$ cat config.mk
export PLATFORM = sky130hd
export DESIGN_NAME = alu_mc
export DESIGN_NICKNAME = d
export VERILOG_FILES = /design/src/rtl/alu_mc_pkg.sv /design/src/rtl/shift_add_mul.sv /design/src/rtl/alu_mc.sv
export SDC_FILE = /design/constraint.sdc
export NUM_CORES = 1
export LEC_CHECK = 0
export CAP_MARGIN = 20
export CORE_MARGIN = 1.5
export CORE_UTILIZATION = 50
export DETAILED_ROUTE_END_ITERATION = 12
export GPL_TIMING_DRIVEN = 1
export PLACE_DENSITY = 0.7
export SLEW_MARGIN = 20
export SYNTH_ARGS = -nofsm -noshare
export SYNTH_HDL_FRONTEND = slang
export SYNTH_HIERARCHICAL = 1
export SYNTH_SLANG_ARGS = --single-unit
$ cat constraint.sdc
create_clock -name clk -period 6.65 [get_ports clk]
set_input_delay 1.995 -clock clk [delete_from_list [all_inputs] [get_ports clk]]
set_output_delay 1.995 -clock clk [all_outputs]
set_load 0.03 [all_outputs]
$ cat src/rtl/alu_mc_pkg.sv
// Shared definitions for the multi-cycle ALU: op encodings, flag bit
// positions, FSM state encoding and a flag-packing helper.
package alu_mc_pkg;

    localparam int unsigned OP_W   = 3;
    localparam int unsigned FLAG_W = 4;

    // Flag bit positions inside flags_out ({C,Z,N,V})
    localparam int unsigned FLAG_C = 3;
    localparam int unsigned FLAG_Z = 2;
    localparam int unsigned FLAG_N = 1;
    localparam int unsigned FLAG_V = 0;

    typedef enum logic [OP_W-1:0] {
        OP_ADD = 3'b000,
        OP_SUB = 3'b001,
        OP_AND = 3'b010,
        OP_OR  = 3'b011,
        OP_XOR = 3'b100,
        OP_SHL = 3'b101,
        OP_SHR = 3'b110,
        OP_MUL = 3'b111
    } op_e;

    typedef enum logic {
        IDLE    = 1'b0,
        MUL_RUN = 1'b1
    } state_e;

    // Assemble a flag word from individual bits
    function automatic logic [FLAG_W-1:0] pack_flags(input logic c, input logic z,
                                                      input logic n, input logic v);
        logic [FLAG_W-1:0] f;
        f         = '0;
        f[FLAG_C] = c;
        f[FLAG_Z] = z;
        f[FLAG_N] = n;
        f[FLAG_V] = v;
        return f;
    endfunction

endpackage

$ cat src/rtl/shift_add_mul.sv
// Iterative shift-add multiplier datapath: one partial product per step.
// Ports:
//   clk, rst      clock, async active-high reset
//   load_i        capture operands, clear accumulator and counter
//   step_i        perform one shift-add iteration
//   a_i, b_i      multiplicand / multiplier (N bits)
//   prod_c_o      accumulator value after the current step (2N bits, comb)
//   last_c_o      current step is the final (Nth) iteration (comb)
module shift_add_mul
    import alu_mc_pkg::*;
#(
    parameter int unsigned N = 8
) (
    input  logic           clk,
    input  logic           rst,
    input  logic           load_i,
    input  logic           step_i,
    input  logic [N-1:0]   a_i,
    input  logic [N-1:0]   b_i,
    output logic [2*N-1:0] prod_c_o,
    output logic           last_c_o
);

    localparam int unsigned PW = 2 * N;
    localparam int unsigned CW = $clog2(N + 1);

    logic [PW-1:0] acc_q, acc_d;
    logic [PW-1:0] mcand_q;
    logic [N-1:0]  mplier_q;
    logic [CW-1:0] cnt_q;

    // Add the shifted multiplicand when the current multiplier LSB is set
    always_comb begin
        acc_d    = acc_q + (mplier_q[0] ? mcand_q : '0);
        prod_c_o = acc_d;
        last_c_o = step_i && (cnt_q == CW'(N - 1));
    end

    always_ff @(posedge clk or posedge rst) begin
        if (rst) begin
            acc_q    <= '0;
            mcand_q  <= '0;
            mplier_q <= '0;
            cnt_q    <= '0;
        end else if (load_i) begin
            acc_q    <= '0;
            mcand_q  <= PW'(a_i);
            mplier_q <= b_i;
            cnt_q    <= '0;
        end else if (step_i) begin
            acc_q    <= acc_d;
            mcand_q  <= mcand_q << 1;
            mplier_q <= mplier_q >> 1;
            cnt_q    <= cnt_q + CW'(1);
        end
    end

endmodule

$ cat src/rtl/alu_mc.sv
// Multi-cycle ALU: single-cycle add/sub/logic/shift ops and an N-cycle
// iterative multiply, with a registered result and {C,Z,N,V} flag register.
// Ports:
//   clk, rst            clock, async active-high reset
//   start               begin an operation (ignored while busy)
//   op                  operation select (see alu_mc_pkg::op_e)
//   data_in_a/b         operands, sampled with start
//   flags_load_enable   update flags when this operation completes
//   output_alu          gate the result register onto data_out
//   data_out            result register or zero (combinational gate)
//   flags_out           flag register {C,Z,N,V}
//   busy                multiply in progress
//   done                one-cycle pulse after the result register loads
module alu_mc
    import alu_mc_pkg::*;
#(
    parameter int unsigned N = 8
) (
    input  logic              clk,
    input  logic              rst,
    input  logic              start,
    input  logic [OP_W-1:0]   op,
    input  logic [N-1:0]      data_in_a,
    input  logic [N-1:0]      data_in_b,
    input  logic              flags_load_enable,
    input  logic              output_alu,
    output logic [N-1:0]      data_out,
    output logic [FLAG_W-1:0] flags_out,
    output logic              busy,
    output logic              done
);

    localparam int unsigned SW = N + 1;

    state_e            state_q, state_d;
    logic              busy_q, busy_d;
    logic              done_q, done_d;
    logic [N-1:0]      result_q, result_d;
    logic [FLAG_W-1:0] flags_q, flags_d;
    logic              load_en_q, load_en_d;

    op_e               op_sel;
    logic [N-1:0]      b_eff;
    logic [SW-1:0]     sum;
    logic [N-1:0]      alu_res;
    logic              alu_c, alu_v;
    logic [FLAG_W-1:0] alu_flags;

    logic              mul_load, mul_step, mul_last;
    logic [2*N-1:0]    mul_prod;
    logic [N-1:0]      mul_res;
    logic [FLAG_W-1:0] mul_flags;

    // Single-cycle datapath; SUB reuses the adder as a + ~b + 1
    always_comb begin
        op_sel  = op_e'(op);
        b_eff   = (op_sel == OP_SUB) ? ~data_in_b : data_in_b;
        sum     = {1'b0, data_in_a} + {1'b0, b_eff} + SW'(op_sel == OP_SUB);
        alu_res = '0;
        alu_c   = 1'b0;
        alu_v   = 1'b0;
        case (op_sel)
            OP_ADD, OP_SUB: begin
                alu_res = sum[N-1:0];
                alu_c   = sum[N];
                alu_v   = (data_in_a[N-1] == b_eff[N-1]) && (alu_res[N-1] != data_in_a[N-1]);
            end
            OP_AND: alu_res = data_in_a & data_in_b;
            OP_OR:  alu_res = data_in_a | data_in_b;
            OP_XOR: alu_res = data_in_a ^ data_in_b;
            OP_SHL: begin
                alu_res = {data_in_a[N-2:0], 1'b0};
                alu_c   = data_in_a[N-1];
            end
            OP_SHR: begin
                alu_res = {1'b0, data_in_a[N-1:1]};
                alu_c   = data_in_a[0];
            end
            default: ;
        endcase
        alu_flags = pack_flags(alu_c, alu_res == '0, alu_res[N-1], alu_v);
    end

    // Carry for MUL reports that the product did not fit in N bits
    always_comb begin
        mul_res   = mul_prod[N-1:0];
        mul_flags = pack_flags(|mul_prod[2*N-1:N], mul_res == '0, mul_res[N-1], 1'b0);
    end

    assign mul_step = (state_q == MUL_RUN);

    shift_add_mul #(.N(N)) u_mul (
        .clk      (clk),
        .rst      (rst),
        .load_i   (mul_load),
        .step_i   (mul_step),
        .a_i      (data_in_a),
        .b_i      (data_in_b),
        .prod_c_o (mul_prod),
        .last_c_o (mul_last)
    );

    // Next-state and registered-output logic
    always_comb begin
        state_d   = state_q;
        busy_d    = 1'b0;
        done_d    = 1'b0;
        result_d  = result_q;
        flags_d   = flags_q;
        load_en_d = load_en_q;
        mul_load  = 1'b0;
        case (state_q)
            IDLE: begin
                if (start) begin
                    if (op_sel == OP_MUL) begin
                        state_d   = MUL_RUN;
                        busy_d    = 1'b1;
                        mul_load  = 1'b1;
                        load_en_d = flags_load_enable;
                    end else begin
                        result_d = alu_res;
                        done_d   = 1'b1;
                        if (flags_load_enable) flags_d = alu_flags;
                    end
                end
            end
            MUL_RUN: begin
                busy_d = 1'b1;
                if (mul_last) begin
                    state_d  = IDLE;
                    busy_d   = 1'b0;
                    done_d   = 1'b1;
                    result_d = mul_res;
                    if (load_en_q) flags_d = mul_flags;
                end
            end
            default: state_d = IDLE;
        endcase
    end

    always_ff @(posedge clk or posedge rst) begin
        if (rst) begin
            state_q   <= IDLE;
            busy_q    <= 1'b0;
            done_q    <= 1'b0;
            result_q  <= '0;
            flags_q   <= '0;
            load_en_q <= 1'b0;
        end else begin
            state_q   <= state_d;
            busy_q    <= busy_d;
            done_q    <= done_d;
            result_q  <= result_d;
            flags_q   <= flags_d;
            load_en_q <= load_en_d;
        end
    end

    assign data_out  = output_alu ? result_q : '0;
    assign flags_out = flags_q;
    assign busy      = busy_q;
    assign done      = done_q;

endmodule

=== After elaboration in Yosys (flattened, before gate mapping) ===
Cells that the tools add are included.

* Register bits: 59
* ROM bits: 0
* Bits in writable memories: 0
* Memories kept: 0
* Input port bits: 24
* Logic and storage cells: 77
* Latch bits: 0

* Shift-type cells: 0
* Div/mod/pow operators: 0
* Add/subtract/negate cells: 4
* $mul: 0
* Reduce and logical (&&, ||, !) cells: 11
* Equal/unequal tests: 15
* Mux-type cells: 33
* Bitwise logic cells: 5
* $lt $le $gt $ge: 0

{| class="wikitable"
|+ Operators with widths
! kind !! count
|-
| two-way mux 16 bit || 5
|-
| two-way mux 8 bit || 7
|-
| one-hot mux 8 bit (6 select lines) || 1
|-
| two-way mux 4 bit || 7
|-
| adder 16 bit || 1
|-
| zero test 8 bit || 2
|-
| one-hot mux 8 bit (2 select lines) || 1
|-
| equality test 3 bit (second input constant) || 4
|-
| adder 8 x 8 -> 9 bit || 1
|-
| adder 9 x 1 -> 9 bit || 1
|-
| bitwise AND 8 bit || 1
|-
| two-way mux 1 bit || 8
|-
| NOT 8 bit || 1
|-
| OR 8 bit || 1
|-
| one-hot mux 4 bit (2 select lines) || 1
|-
| OR reduction 8 bit || 1
|-
| XOR 8 bit || 1
|-
| equality test 3 x 2 -> 1 bit (second input constant) || 2
|-
| inequality test 2 bit (second input constant) || 3
|-
| AND reduction 3 bit || 2
|-
| AND reduction 5 bit || 1
|-
| adder 4 x 1 -> 4 bit (second input constant) || 1
|-
| equality test 4 x 3 -> 1 bit (second input constant) || 1
|-
| inequality test 2 x 1 -> 1 bit (second input constant) || 2
|-
| 10 further kinds || 12
|}

=== Longest topological paths before layout ===
* Word-level depth: 11
* Depth in mapped cells: 13
* Depth with buffers taken out: 12

=== Hierarchy ===
The synthesis kept the hierarchy.

{| class="wikitable"
|+ By module, submodules not included
! module !! area an instance (sq um) !! sequential area each (sq um) !! cells an instance !! times used
|-
| shift_add_mul || 2954.1 || 1101.1 || 301 || 1
|-
| alu_mc || 1979.4 || 375.4 || 244 || 1
|}

=== Worst setup path after synthesis ===
No wires, ideal clock.

* Kind: input -> register
* From: input port op[0]
* To: register flags_q[2], in the netlist flags_out[2]
* Arrival: 4.449 ns
* Cell stages on the path: 12
* Slack: 2.109 ns
* Required time: 6.558 ns
* Path through: buf_6 > clkbuf_1 > buf_2 > nand2_1 > o21ai_0 > fa_1 > a211oi_1 > o21bai_1 > mux2i_1 > a221o_1 > or3b_1 > o31ai_2

* Longest elaborated chain between the ends: 10
* Elaborated cells between the ends (all ways): 20
* Those cells by class: add/sub: 2; eq/ne: 8; mux: 6; reduce/logical: 4

{| class="wikitable"
|+ RTL lines
! item !! RTL line !! text
|-
| start: declaration || alu_mc.sv:22 || <nowiki>input logic [OP_W-1:0] op,</nowiki>
|-
| equality test 3 x 1 -> 1 bit || alu_mc.sv:57, alu_mc.sv:58, alu_mc.sv:62 ||
|-
| two-way mux 8 bit || alu_mc.sv:57 || <nowiki>b_eff = (op_sel == OP_SUB) ? ~data_in_b : data_in_b;</nowiki>
|-
| adder 8 x 8 -> 9 bit || alu_mc.sv:58 || <nowiki>sum = {1'b0, data_in_a} + {1'b0, b_eff} + SW'(op_sel == OP_SUB);</nowiki>
|-
| adder 9 x 1 -> 9 bit || alu_mc.sv:58 ||
|-
| one-hot mux 8 bit (6 select lines) || alu_mc.sv:62 || <nowiki>case (op_sel)</nowiki>
|-
| zero test 8 bit || alu_mc.sv:81 || <nowiki>alu_flags = pack_flags(alu_c, alu_res == '0, alu_res[N-1], alu_v);</nowiki>
|-
| two-way mux 4 bit || alu_mc.sv:123 || <nowiki>if (flags_load_enable) flags_d = alu_flags;</nowiki>
|-
| two-way mux 4 bit || alu_mc.sv:115 || <nowiki>if (op_sel == OP_MUL) begin</nowiki>
|-
| two-way mux 4 bit || alu_mc.sv:114 || <nowiki>if (start) begin</nowiki>
|-
| one-hot mux 4 bit (2 select lines) || alu_mc.sv:112 || <nowiki>case (state_q)</nowiki>
|-
| end signal: assignment || alu_mc.sv:154 || <nowiki>flags_q <= flags_d;</nowiki>
|-
| end: declaration || alu_mc.sv:39 || <nowiki>logic [FLAG_W-1:0] flags_q, flags_d;</nowiki>
|}

Several ways; a longest one is shown, not always the timed one. The select of a mux whose other input is x is not followed.
A chain may end at the register's enable or synchronous reset.

=== Worst setup path after layout ===
* From: input port output_alu
* To: output port data_out[6]

* Longest elaborated chain between the ends: 1

{| class="wikitable"
|+ RTL lines
! item !! RTL line !! text
|-
| start: declaration || alu_mc.sv:26 || <nowiki>input logic output_alu,</nowiki>
|-
| two-way mux 8 bit || alu_mc.sv:159 || <nowiki>assign data_out = output_alu ? result_q : '0;</nowiki>
|-
| end: declaration || alu_mc.sv:27 || <nowiki>output logic [N-1:0] data_out,</nowiki>
|}

No other way between the ends.

==> impl_metrics.py <==
metrics = {
    "run_status": {
        "status": "complete, no violations",
    },
    "synthesis": {
        "synth_edf_count": 0,
        "ys_ff_latch": 59,
        "synth.lib_cells_used.distinct": 76,
        "synth-async-reset-ratio_pct": 100,
        "synth-adder-area-share_pct": 10.7,
        "synth.cell_area_sq_um": 4930,
        "avg_cell_area_syn_sq_um": 9.05,
        "synth.most_common_cell": "sky130_fd_sc_hd__dfrtp_1",
        "yosys-top-cells-count": "sky130_fd_sc_hd__dfrtp_1, sky130_fd_sc_hd__nand2_1, sky130_fd_sc_hd__nor2_1",
        "synth.yosys.seq_area_share_pct": 29.9,
        "yosys.area_share.xor_xnor_pct": 4.62,
        "synth.top_cells.by_area": "sky130_fd_sc_hd__dfrtp_1, sky130_fd_sc_hd__ha_1, sky130_fd_sc_hd__mux2i_1",
        "synth-compound-area-share_pct": 19.8,
        "synth_top_cell_by_area": "sky130_fd_sc_hd__dfrtp_1",
        "yosysWarningCount": 6,
        "synth-simple-area-share_pct": 20.2,
        "muxShareOfSynthArea_pct": 9.10,
        "syn_inst": 545,
        "largest_family_of_logic_cells_by_synthesized_area": "simple AND/OR/NAND/NOR gates",
        "synth.net_count": 610,
        "ys_dominant_reg_cell": "sky130_fd_sc_hd__dfrtp_1",
        "netlist.area_leader.share_pct": 29.9,
    },
    "timing": {
        "fmax_mhz": 186,
        "hold_viol_final": 0,
        "finalCritPeriodShare_pct": 80.8,
        "grt_setup_unrepaired": "false",
        "period_minus_slack_ns": 5.37,
        "setup_violations": 0,
        "max_slew.worst_pin.slew_ns": 0.818,
        "drv_slew": 0,
        "fin_tns_setup_ns": 0,
        "max-slew-margin-rel_pct": 45.5,
        "worst_clock_skew_ns": 0.0156,
        "setup_slack_ns": 1.28,
    },
    "critical_path": {
        "cp_max_fo": 8,
        "crit_end_element": "primary output",
        "timing.critical_path.from_type": "primary input",
        "critPathTopFamily": "buffers and inverters",
        "cp_cell_sequence": "clkdlybuf4s50_1 > and2_1 > clkdlybuf4s50_1",
        "timing.critical_path.buf_inv": 2,
        "worst_endpoint_required_time_ns": 4.66,
        "timing_worst_setup_path_type": "primary input to primary output",
        "critical-path-slowest-cell": "sky130_fd_sc_hd__clkdlybuf4s50_1",
        "cpPeakStageDelay_ns": 0.67,
        "critical_path.most_common_cell": "sky130_fd_sc_hd__clkdlybuf4s50_1",
        "worst-endpoint-arrival_ns": 3.38,
    },
    "floorplanning": {
        "pin_count": 38,
        "die_h_um": 102,
        "total_number_of_placement_rows": 36,
        "dieArea_sq_um": 10500,
        "chipWidth_um": 102,
        "placeableCoreArea_sq_um": 9680,
        "initial_utilization_pct": 50.9,
    },
    "place": {
        "buffer_ports.inserted": 37,
        "gp_routability_congestion": 0.872,
        "dpl.hpwl_um": 8670,
        "detailedPlace.worstSlack_ns": 1.18,
    },
    "detailed_routing": {
        "antenna_violating_nets_post_route": 0,
        "routed_wire_length_per_instance_um": 16.6,
        "drt-total-wl_um": 11800,
        "route.vias.total": 4109,
        "viasPerCell": 5.80,
        "drt_iter0_drc": 204,
        "first_pass_iters": 5,
        "drc": 0,
    },
    "final_layout": {
        "fin_nets": 636,
        "layout-area-overhead-vs-synth_pct": 12.5,
        "fraction_of_final_layout_cells_with_drive_strength_greater_than_1_pct": 9.03,
        "diode_count": 0,
    },
    "clocking": {
        "cts_tree": "done",
        "tritoncts_num_sinks": 59,
        "cts_setup_buffers": 0,
        "post_cts_hold_buffer_count": 0,
        "clock_tree.htree_level_count": 3,
        "cts_root_buf": "sky130_fd_sc_hd__clkbuf_8",
        "tritoncts.num_buffers": 9,
        "post_cts.resized_instances": 0,
        "clock_tree.buffer_depth": 2,
        "clk_latency_ns": 0.34,
        "cts.reportedPaths.clkPinSlew_ns": 0.08,
    },
    "grt": {
        "number_of_antenna_violations_at_the_first_check_in_global_routing": 0,
        "first_global_vias": 3824,
        "global_route.overflow_total": 0,
        "grt_max_degree": 63,
        "gr-usage-all-layers_pct": 23.3,
        "grt_first_pass_wirelength_um": 19200,
    },
    "power": {
        "power_density_nw_per_um2": 340,
        "maximum_vdd_drop_uv": 227,
        "leakagePower_uw": 0.00256,
    },
    "flow_run": {
        "cap_viol_max_count": 0,
    },
    "worst_hold_path": {
        "hold_path_class": "flop to flop",
    },
}
==> area by class of cell <==
class | instances | area [sq um]
clock buffer | 10 | 128
clock inverter | 6 | 88.8
sequential | 59 | 1480
tap | 133 | 166
multi-input combinational | 434 | 3190
timing repair buffer | 43 | 415
fill | 920 | 4130
inverter | 24 | 90.1
==> cells by family (layout without fill, tap and decap cells) <==
family          after synthesis  after routing
mux                          44             44
flops                        59             59
buf+inv                      52             83
compound gates              134            134
xor+xnor                     26             26
simple gates                189            189
fa+ha+maj                    41             41
==> through the flow <==
stage / hold WS (ns) / utilization (%) / instances / area, sq um / power, uW
floorplan: 0.431 / - / 545 / 4930 / 1300
global placement: 0.450 / 55.1 / 693 / 5340 / 1480
detailed placement: 0.464 / 55.1 / 693 / 5340 / 1520
CTS: 0.481 / 57.3 / 709 / 5550 / 1890
global route: 0.505 / 57.3 / 709 / 5550 / 2020
finish: 0.473 / 57.3 / 709 / 5550 / 1890
==> sequential cells by signal, summed over array words and instances (netlist names), 4 cells and up <==
| register | count |
|---|---|
| flags_out | 4 |
| result_q | 8 |
| u_mul/acc_q | 16 |
| u_mul/cnt_q | 4 |
| u_mul/mcand_q | 16 |
| u_mul/mplier_q | 8 |
==> placed cells by master, fill, tap and decap left out, types with 3 or more instances in the layout <==
| cell | count |
|---|---|
| sky130_fd_sc_hd__dfrtp_1 | 58 |
| sky130_fd_sc_hd__o21bai_1 | 3 |
| sky130_fd_sc_hd__xor2_1 | 10 |
| sky130_fd_sc_hd__nor4_1 | 5 |
| sky130_fd_sc_hd__and2_1 | 25 |
| sky130_fd_sc_hd__nand3_1 | 8 |
| sky130_fd_sc_hd__a21o_1 | 6 |
| sky130_fd_sc_hd__nand2b_1 | 8 |
| sky130_fd_sc_hd__mux2_2 | 7 |
| sky130_fd_sc_hd__a221oi_1 | 4 |
| sky130_fd_sc_hd__nand3b_1 | 6 |
| sky130_fd_sc_hd__nor2b_1 | 9 |
| sky130_fd_sc_hd__o31ai_1 | 4 |
| sky130_fd_sc_hd__nor2_1 | 42 |
| sky130_fd_sc_hd__nor3_1 | 3 |
| sky130_fd_sc_hd__nor4b_1 | 3 |
| sky130_fd_sc_hd__inv_1 | 23 |
| sky130_fd_sc_hd__nor3b_1 | 5 |
| sky130_fd_sc_hd__ha_1 | 39 |
| sky130_fd_sc_hd__o21a_1 | 5 |
| sky130_fd_sc_hd__a211oi_1 | 5 |
| sky130_fd_sc_hd__o21ai_0 | 30 |
| sky130_fd_sc_hd__nand4_1 | 4 |
| sky130_fd_sc_hd__clkbuf_8 | 9 |
| sky130_fd_sc_hd__a31oi_1 | 3 |
| sky130_fd_sc_hd__xnor2_1 | 16 |
| sky130_fd_sc_hd__clkdlybuf4s50_1 | 37 |
| sky130_fd_sc_hd__a22o_1 | 6 |
| sky130_fd_sc_hd__a21oi_1 | 28 |
| sky130_fd_sc_hd__o211ai_1 | 5 |
| sky130_fd_sc_hd__buf_4 | 6 |
| sky130_fd_sc_hd__nand2_1 | 54 |
| sky130_fd_sc_hd__mux2i_1 | 37 |
==> worst reg2reg max path: stages (launching register included) <==
cell and delay (ns):
sky130_fd_sc_hd__dfrtp_1 0.53, sky130_fd_sc_hd__and2_1 0.23, sky130_fd_sc_hd__ha_1 0.23, sky130_fd_sc_hd__fa_1 0.42, sky130_fd_sc_hd__a21o_1 0.22, sky130_fd_sc_hd__a221oi_4 0.42
sky130_fd_sc_hd__or3_1 0.25, sky130_fd_sc_hd__nand2_1 0.08, sky130_fd_sc_hd__xor2_1 0.15, sky130_fd_sc_hd__nor4_1 0.38, sky130_fd_sc_hd__a21oi_1 0.17, sky130_fd_sc_hd__nor2_1 0.13
sky130_fd_sc_hd__a21oi_1 0.08
==> per-layer routing <==
metal  vias up  wire length (um)  global-route usage [%]
met4         0               157                    6.01
met5         -                 0                       0
met1      1985              5780                    34.3
li1       2010                 -                       -
met3        13               458                    3.21
met2       101              5360                    36.1
==> final timing paths <==
| kind | startpoint | end | slack (ns) | cells after the start |
|---|---|---|---|---|
| setup reg to reg | u_mul/mplier_q[0] | flags_out[3] | 3.25 | 12 |
| setup / recovery | output_alu | data_out[6] | 1.28 | 3 |
| hold / removal | result_q[3] | result_q[3] | 0.47 | 2 |
| hold reg to reg | result_q[3] | result_q[3] | 0.47 | 2 |
| min in group asynchronous | rst | result_q[2] | 2.04 | 2 |
| max in group asynchronous | rst | u_mul/mcand_q[5] | 4.11 | 3 |
==> power breakdown <==
part / leakage [uW] / internal (uW) / total, uW / switching (uW)
sequential: 0.000764 / 503 / 598 / 94.7
combinational: 0.00170 / 379 / 918 / 539
clock: 0.000103 / 212 / 373 / 161
total: 0.00256 / 1090 / 1890 / 795
Power figures use the tool's default switching activity.
